==> src/rtl/iir_cascade_scheduler.sv <==
// iir_cascade_scheduler
//
// Time-shares one biquad section engine across a cascade of SECTIONS IIR
// low-pass stages on the PDM microphone path. Each accepted input sample
// is walked through the stages in order. Every stage result becomes the
// operand of the next stage. The final cascade output is decimated by DECIM
// and presented on a valid/ready port. Coefficient-bank swaps are deferred to
// an idle cycle, so a swap never splits a sample across two banks.
//
// Optional build macro:
//   SECTION_BYPASS_EN  adds bypass_mask[SECTIONS-1:0]. A set bit skips that
//                      section: no engine request is made and the sample
//                      passes through that section unchanged.
//
// Ports:
//   pdm_clk, reset         clock; asynchronous active-high reset
//   in_valid/in_data       input sample, taken when in_valid & in_ready
//   in_ready               scheduler idle and able to take a sample
//   sec_start/sec_idx/sec_x  one-cycle request to the section engine
//   sec_y/sec_done         engine result and its one-cycle strobe
//   cfg_commit             request a coefficient-bank swap
//   coef_bank              active coefficient bank
//   bank_pending           swap requested but not yet applied
//   out_valid/out_data     decimated output, consumed by out_ready
//   overrun                sticky flag; an unread output was overwritten
//   bypass_mask            per-section skip mask (SECTION_BYPASS_EN only)
//
// state   | meaning
// --------+------------------------------------------------------------
// S_IDLE  | waiting for a sample; pending bank swaps are applied here
// S_ISSUE | sec_start pulse for section sec_idx (or a skip cycle)
// S_WAIT  | request outstanding; waiting for sec_done
// S_DECIM | cascade finished; step decimator, maybe load output

module iir_cascade_scheduler #(
    parameter int SECTIONS = 7,
    parameter int IDX_W    = 3,
    parameter int DATA_W   = 32,
    parameter int DECIM    = 64
) (
    input  logic              pdm_clk,
    input  logic              reset,
    input  logic              in_valid,
    input  logic [DATA_W-1:0] in_data,
    output logic              in_ready,
    output logic              sec_start,
    output logic [IDX_W-1:0]  sec_idx,
    output logic [DATA_W-1:0] sec_x,
    input  logic [DATA_W-1:0] sec_y,
    input  logic              sec_done,
    input  logic              cfg_commit,
    output logic              coef_bank,
    output logic              bank_pending,
    output logic              out_valid,
    output logic [DATA_W-1:0] out_data,
    input  logic              out_ready,
    output logic              overrun
`ifdef SECTION_BYPASS_EN
    ,
    input  logic [SECTIONS-1:0] bypass_mask
`endif
);

    localparam int DEC_W = (DECIM > 1) ? $clog2(DECIM) : 1;
    localparam logic [IDX_W-1:0] LAST_IDX = IDX_W'(SECTIONS - 1);
    localparam logic [DEC_W-1:0] LAST_DEC = DEC_W'(DECIM - 1);

    typedef enum logic [1:0] {
        S_IDLE,
        S_ISSUE,
        S_WAIT,
        S_DECIM
    } state_t;

    state_t            state;
    logic [DATA_W-1:0] work;
    logic [DEC_W-1:0]  dec_cnt;
    logic [IDX_W-1:0]  idx_next;
    logic              skip_first;
    logic              skip_next;

    assign idx_next = sec_idx + 1'b1;

    // The skip decision is taken on the edge that enters S_ISSUE. That edge
    // loads sec_start, so a skipped section never shows a request pulse.
    // skip_next is only consulted when sec_idx is below the last index.
`ifdef SECTION_BYPASS_EN
    assign skip_first = bypass_mask[0];
    assign skip_next  = bypass_mask[idx_next];
`else
    assign skip_first = 1'b0;
    assign skip_next  = 1'b0;
`endif

    always_ff @(posedge pdm_clk or posedge reset) begin
        if (reset) begin
            state        <= S_IDLE;
            in_ready     <= 1'b1;
            sec_start    <= 1'b0;
            sec_idx      <= '0;
            sec_x        <= '0;
            work         <= '0;
            dec_cnt      <= '0;
            coef_bank    <= 1'b0;
            bank_pending <= 1'b0;
            out_valid    <= 1'b0;
            out_data     <= '0;
            overrun      <= 1'b0;
        end else begin
            // These are defaults. S_IDLE and S_DECIM below override them.
            if (cfg_commit) begin
                bank_pending <= 1'b1;
            end
            if (out_valid && out_ready) begin
                out_valid <= 1'b0;
            end

            case (state)
                S_IDLE: begin
                    if (bank_pending) begin
                        coef_bank    <= ~coef_bank;
                        // A commit in the swap cycle itself queues another swap.
                        bank_pending <= cfg_commit;
                    end
                    if (in_valid) begin
                        work      <= in_data;
                        sec_x     <= in_data;
                        sec_idx   <= '0;
                        sec_start <= ~skip_first;
                        in_ready  <= 1'b0;
                        state     <= S_ISSUE;
                    end
                end

                S_ISSUE: begin
                    sec_start <= 1'b0;
                    if (sec_start) begin
                        state <= S_WAIT;
                    end else if (sec_idx == LAST_IDX) begin
                        state <= S_DECIM;
                    end else begin
                        sec_idx   <= idx_next;
                        sec_start <= ~skip_next;
                    end
                end

                S_WAIT: begin
                    if (sec_done) begin
                        work <= sec_y;
                        if (sec_idx == LAST_IDX) begin
                            state <= S_DECIM;
                        end else begin
                            sec_idx   <= idx_next;
                            sec_x     <= sec_y;
                            sec_start <= ~skip_next;
                            state     <= S_ISSUE;
                        end
                    end
                end

                S_DECIM: begin
                    if (dec_cnt == LAST_DEC) begin
                        dec_cnt   <= '0;
                        out_data  <= work;
                        out_valid <= 1'b1;
                        // If this cycle also consumes the old word, nothing is lost.
                        if (out_valid && !out_ready) begin
                            overrun <= 1'b1;
                        end
                    end else begin
                        dec_cnt <= dec_cnt + 1'b1;
                    end
                    in_ready <= 1'b1;
                    state    <= S_IDLE;
                end

                default: begin
                    in_ready  <= 1'b1;
                    sec_start <= 1'b0;
                    state     <= S_IDLE;
                end
            endcase
        end
    end

endmodule

==> config.mk <==
export PLATFORM = sky130hd
export DESIGN_NAME = iir_cascade_scheduler
export DESIGN_NICKNAME = d
export VERILOG_FILES = /design/src/rtl/iir_cascade_scheduler.sv
export SDC_FILE = /design/constraint.sdc
export NUM_CORES = 1
export LEC_CHECK = 0
export CORE_ASPECT_RATIO = 0.75
export CORE_UTILIZATION = 45
export DETAILED_ROUTE_END_ITERATION = 10
export PLACE_DENSITY = 0.84
export SLEW_MARGIN = 20
export SYNTH_ARGS = -nofsm -noshare
export SYNTH_HDL_FRONTEND = slang
export SYNTH_SLANG_ARGS = --single-unit
==> constraint.sdc <==
create_clock -name pdm_clk -period 4.65 [get_ports pdm_clk]
set_input_delay 0.6975 -clock pdm_clk [delete_from_list [all_inputs] [get_ports pdm_clk]]
set_output_delay 0.6975 -clock pdm_clk [all_outputs]
set_load 0.01 [all_outputs]
==> flow_metrics.env <==
export IMPL_clock_sink_count=113
export IMPL_die_area_um2=11800
export IMPL_drt_wirelength_per_cell_um=17.5
export IMPL_die_h_um=94.2
export IMPL_grt_pass1_wl_um=18300
export IMPL_synth_most_common_cell="dfrtp_1"
export IMPL_r2r_start="state[0]"
export IMPL_crit_fanout=37
export IMPL_worst_hold_slack_ns=0.477
export IMPL_wl_um=11100
export IMPL_p_seq_frac=0.322
export IMPL_max_slew_margin=0.287
export IMPL_track_usage=0.204
export IMPL_end_kind="flip-flop"
export IMPL_setup_tns_ns=0
export IMPL_nets=561
export IMPL_p_switching_mw=1.45
export IMPL_period_share=0.687
export IMPL_place_congestion=0.766
export IMPL_clockBufferDepth=2
export IMPL_clk_pin_slew_ns=0.05
export IMPL_start_util=0.464
export IMPL_r2r_end="work[11]"
export IMPL_drv_slew=0
export IMPL_critPathKind="reg -> reg"
export IMPL_peakVddDrop_v=0.000330
export IMPL_numCtsBuffers=17
export IMPL_yosysWarnings=0
export IMPL_cellLeakagePower_nw=3.18
export IMPL_finClkSkew_ns=0.0112
export IMPL_syn_instance_count=334
export IMPL_syn_area_per_cell_um2=15.3
export IMPL_viasPerCell=5.20
export IMPL_cts_tree="yes"
export IMPL_max_stage_delay_ns=0.85
export IMPL_ant_nets=0
export IMPL_synth_seq_cells=113
export IMPL_hold_start="coef_bank"
export IMPL_ys_flop_type="dfrtp_1"
export IMPL_grt_ovfl_total=0
export IMPL_vias=3311
export IMPL_drc=16
export IMPL_p_sw_frac=0.293
export IMPL_final_layout_size_suffix_gt1_frac=0.344
export IMPL_drt_iter0_markers=113
export IMPL_synth_edf_count=0
export IMPL_arrival_ns=3.47
export IMPL_r2r_cells=6
export IMPL_cpMaxStageDelayCell="ha_2"
export IMPL_setup_viol=0
export IMPL_fin_crit_ns=3.19
export IMPL_grt_pass1_vias=3528
export IMPL_status="finished with violations"
export IMPL_synthArstFlopShare=1.00
export IMPL_rsz0062_at_grt="false"
export IMPL_internal_power_mw=3.49
export IMPL_maxCapViolations=0
export IMPL_min_path_cells=1
export IMPL_clkPwrFrac=0.275
export IMPL_cp_start_kind="flip-flop"
export IMPL_power_density_nw_per_um2=681
export IMPL_cp_num_buf_inv=2
export IMPL_crit_family="simple AND/OR/NAND/NOR gates"
export IMPL_synth_area_leaders="dfrtp_1 (55%), mux2_2 (19%), mux2_4 (12%)"
export IMPL_antenna_cells=0
export IMPL_holdPathEnd="coef_bank"
export IMPL_synth_commonest_cells="dfrtp_1 (112), mux2_2 (86), mux2_4 (40), inv_1 (8), nand2_1 (8)"
export IMPL_core_um2=11000
export IMPL_dr_pass1_iters=7
export IMPL_dp_hpwl_um=7470
export IMPL_crit_chain="inv_1 -> ha_2 -> nor2_1 -> nor3b_4 -> buf_12 -> mux2_2"
export IMPL_pwr_share_comb=0.404
export IMPL_grt_max_degree=80
export IMPL_post_cts_setup_buffers=0
export IMPL_fmax_mhz=313
export IMPL_antenna_found_initial=0
export IMPL_port_buffers=142
export IMPL_ys_seq_area_frac=0.555
export IMPL_rows=33
export IMPL_die_w_um=125
export IMPL_io_pin_count=143
export IMPL_required_ns=4.93
export IMPL_worstHoldPathType="reg -> reg"
export IMPL_ctsResizeCount=0
export IMPL_worstMarginPinSlew_ns=1.07
export IMPL_synth_top_cell_area_share=0.550
export IMPL_yosysTopAreaCell="dfrtp_1"
export IMPL_postSynthNetCount=411
export IMPL_syn_cell_area_um2=5100
export IMPL_cts_hold_buf=0
export IMPL_rrSetupSlack_ns=1.46
export IMPL_hold_violations=0
export IMPL_area_delta_synth_final_pct=42.1
export IMPL_htree_levels=4
export IMPL_yosysUniqueCellTypes=41
export IMPL_worstSkewPairLatency_ns=0.40
export IMPL_root_buffer="clkbuf_16"
export IMPL_violations="DRC"
==> layer usage <==
layer / vias to the layer above / GRT usage / wire [um]
met1: 1669 / 0.264 / 5180
met3: 17 / 0.0780 / 812
li1: 1499 / - / -
met4: 0 / 0.0762 / 168
met5: - / 0 / 0
met2: 126 / 0.310 / 4960
==> final cells by class <==
cell class / count / area, um^2
Clock buffer: 21 / 460
Clock inverter: 11 / 160
Fill cell: 785 / 3740
Inverter: 8 / 32.5
Multi-Input combinational cell: 197 / 2120
Sequential cell: 113 / 2830
Tap cell: 140 / 175
Timing Repair Buffer: 147 / 1470
==> flip-flops by register name, summed over array words and instances, names as in the netlist <==
| signal | count |
|---|---|
| sec_start | 1 |
| state | 2 |
| sec_x | 32 |
| coef_bank | 1 |
| out_data | 32 |
| in_ready | 1 |
| sec_idx | 3 |
| out_valid | 1 |
| dec_cnt | 6 |
| work | 32 |
| bank_pending | 1 |
| overrun | 1 |
==> through the flow <==
stage / area [um^2] / instances / utilization / setup slack [ns] / power [mW]
final: 7250 / 637 / 0.660 / 1.46 / 4.93
after CTS: 7250 / 637 / 0.660 / 1.38 / 4.98
after global routing: 7250 / 637 / 0.660 / 1.21 / 5.19
after global placement: 6630 / 605 / 0.603 / 1.56 / 3.50
after floorplan: 5100 / 334 / - / 0.967 / 2.95
after detailed placement: 6630 / 605 / 0.603 / 1.36 / 3.59
==> power groups by stage <==
stage / registers, mW / logic [mW] / clock network [mW]
global placement: 1.57 / 1.93 / 0
finish: 1.59 / 1.99 / 1.35
CTS: 1.59 / 2.02 / 1.38
global route: 1.63 / 2.14 / 1.42
detailed placement: 1.59 / 2.00 / 0
floorplan: 1.62 / 1.33 / 0
==> logic make-up (layout without fill, tap and decap cells) <==
family          Yosys count  in the layout  share of synthesized area
flops                   113            113                      0.555
fa+ha+maj                 7              7                     0.0172
xor+xnor                  3              3                    0.00515
simple gates             31             31                     0.0349
buf+inv                  24            187                     0.0312
compound gates           24             24                     0.0363
mux                     132            132                      0.320
==> worst max-delay path by stage <==
stage / from / to / slack [ns] / depth (start not counted)
after floorplan: reset / bank_pending / 0.97 / 1
after global placement: state[0] / work[13] / 1.56 / 6
after detailed placement: state[0] / work[11] / 1.36 / 6
after CTS: state[0] / work[10] / 1.38 / 6
after global routing: state[0] / work[17] / 1.21 / 6
final: state[0] / work[11] / 1.46 / 6
==> layout by cell type (no fill, tap or decap), drive strengths merged, types with 3 or more instances in the layout <==
master         Yosys  layout
nor2               6       6
clkdlybuf4s50      0     142
buf               12       5
inv                8       8
dfrtp            112     112
clkbuf             4      21
nand2b             3       3
clkinv             0       5
a21oi              3       3
mux2             130     130
nand3              4       4
nand4              4       4
ha                 7       7
o21ai              4       4
a41oi              3       3
nand2              8       8
xnor2              3       3
bufinv             0       4
Note: power is estimated with default switching activity, not from simulation.
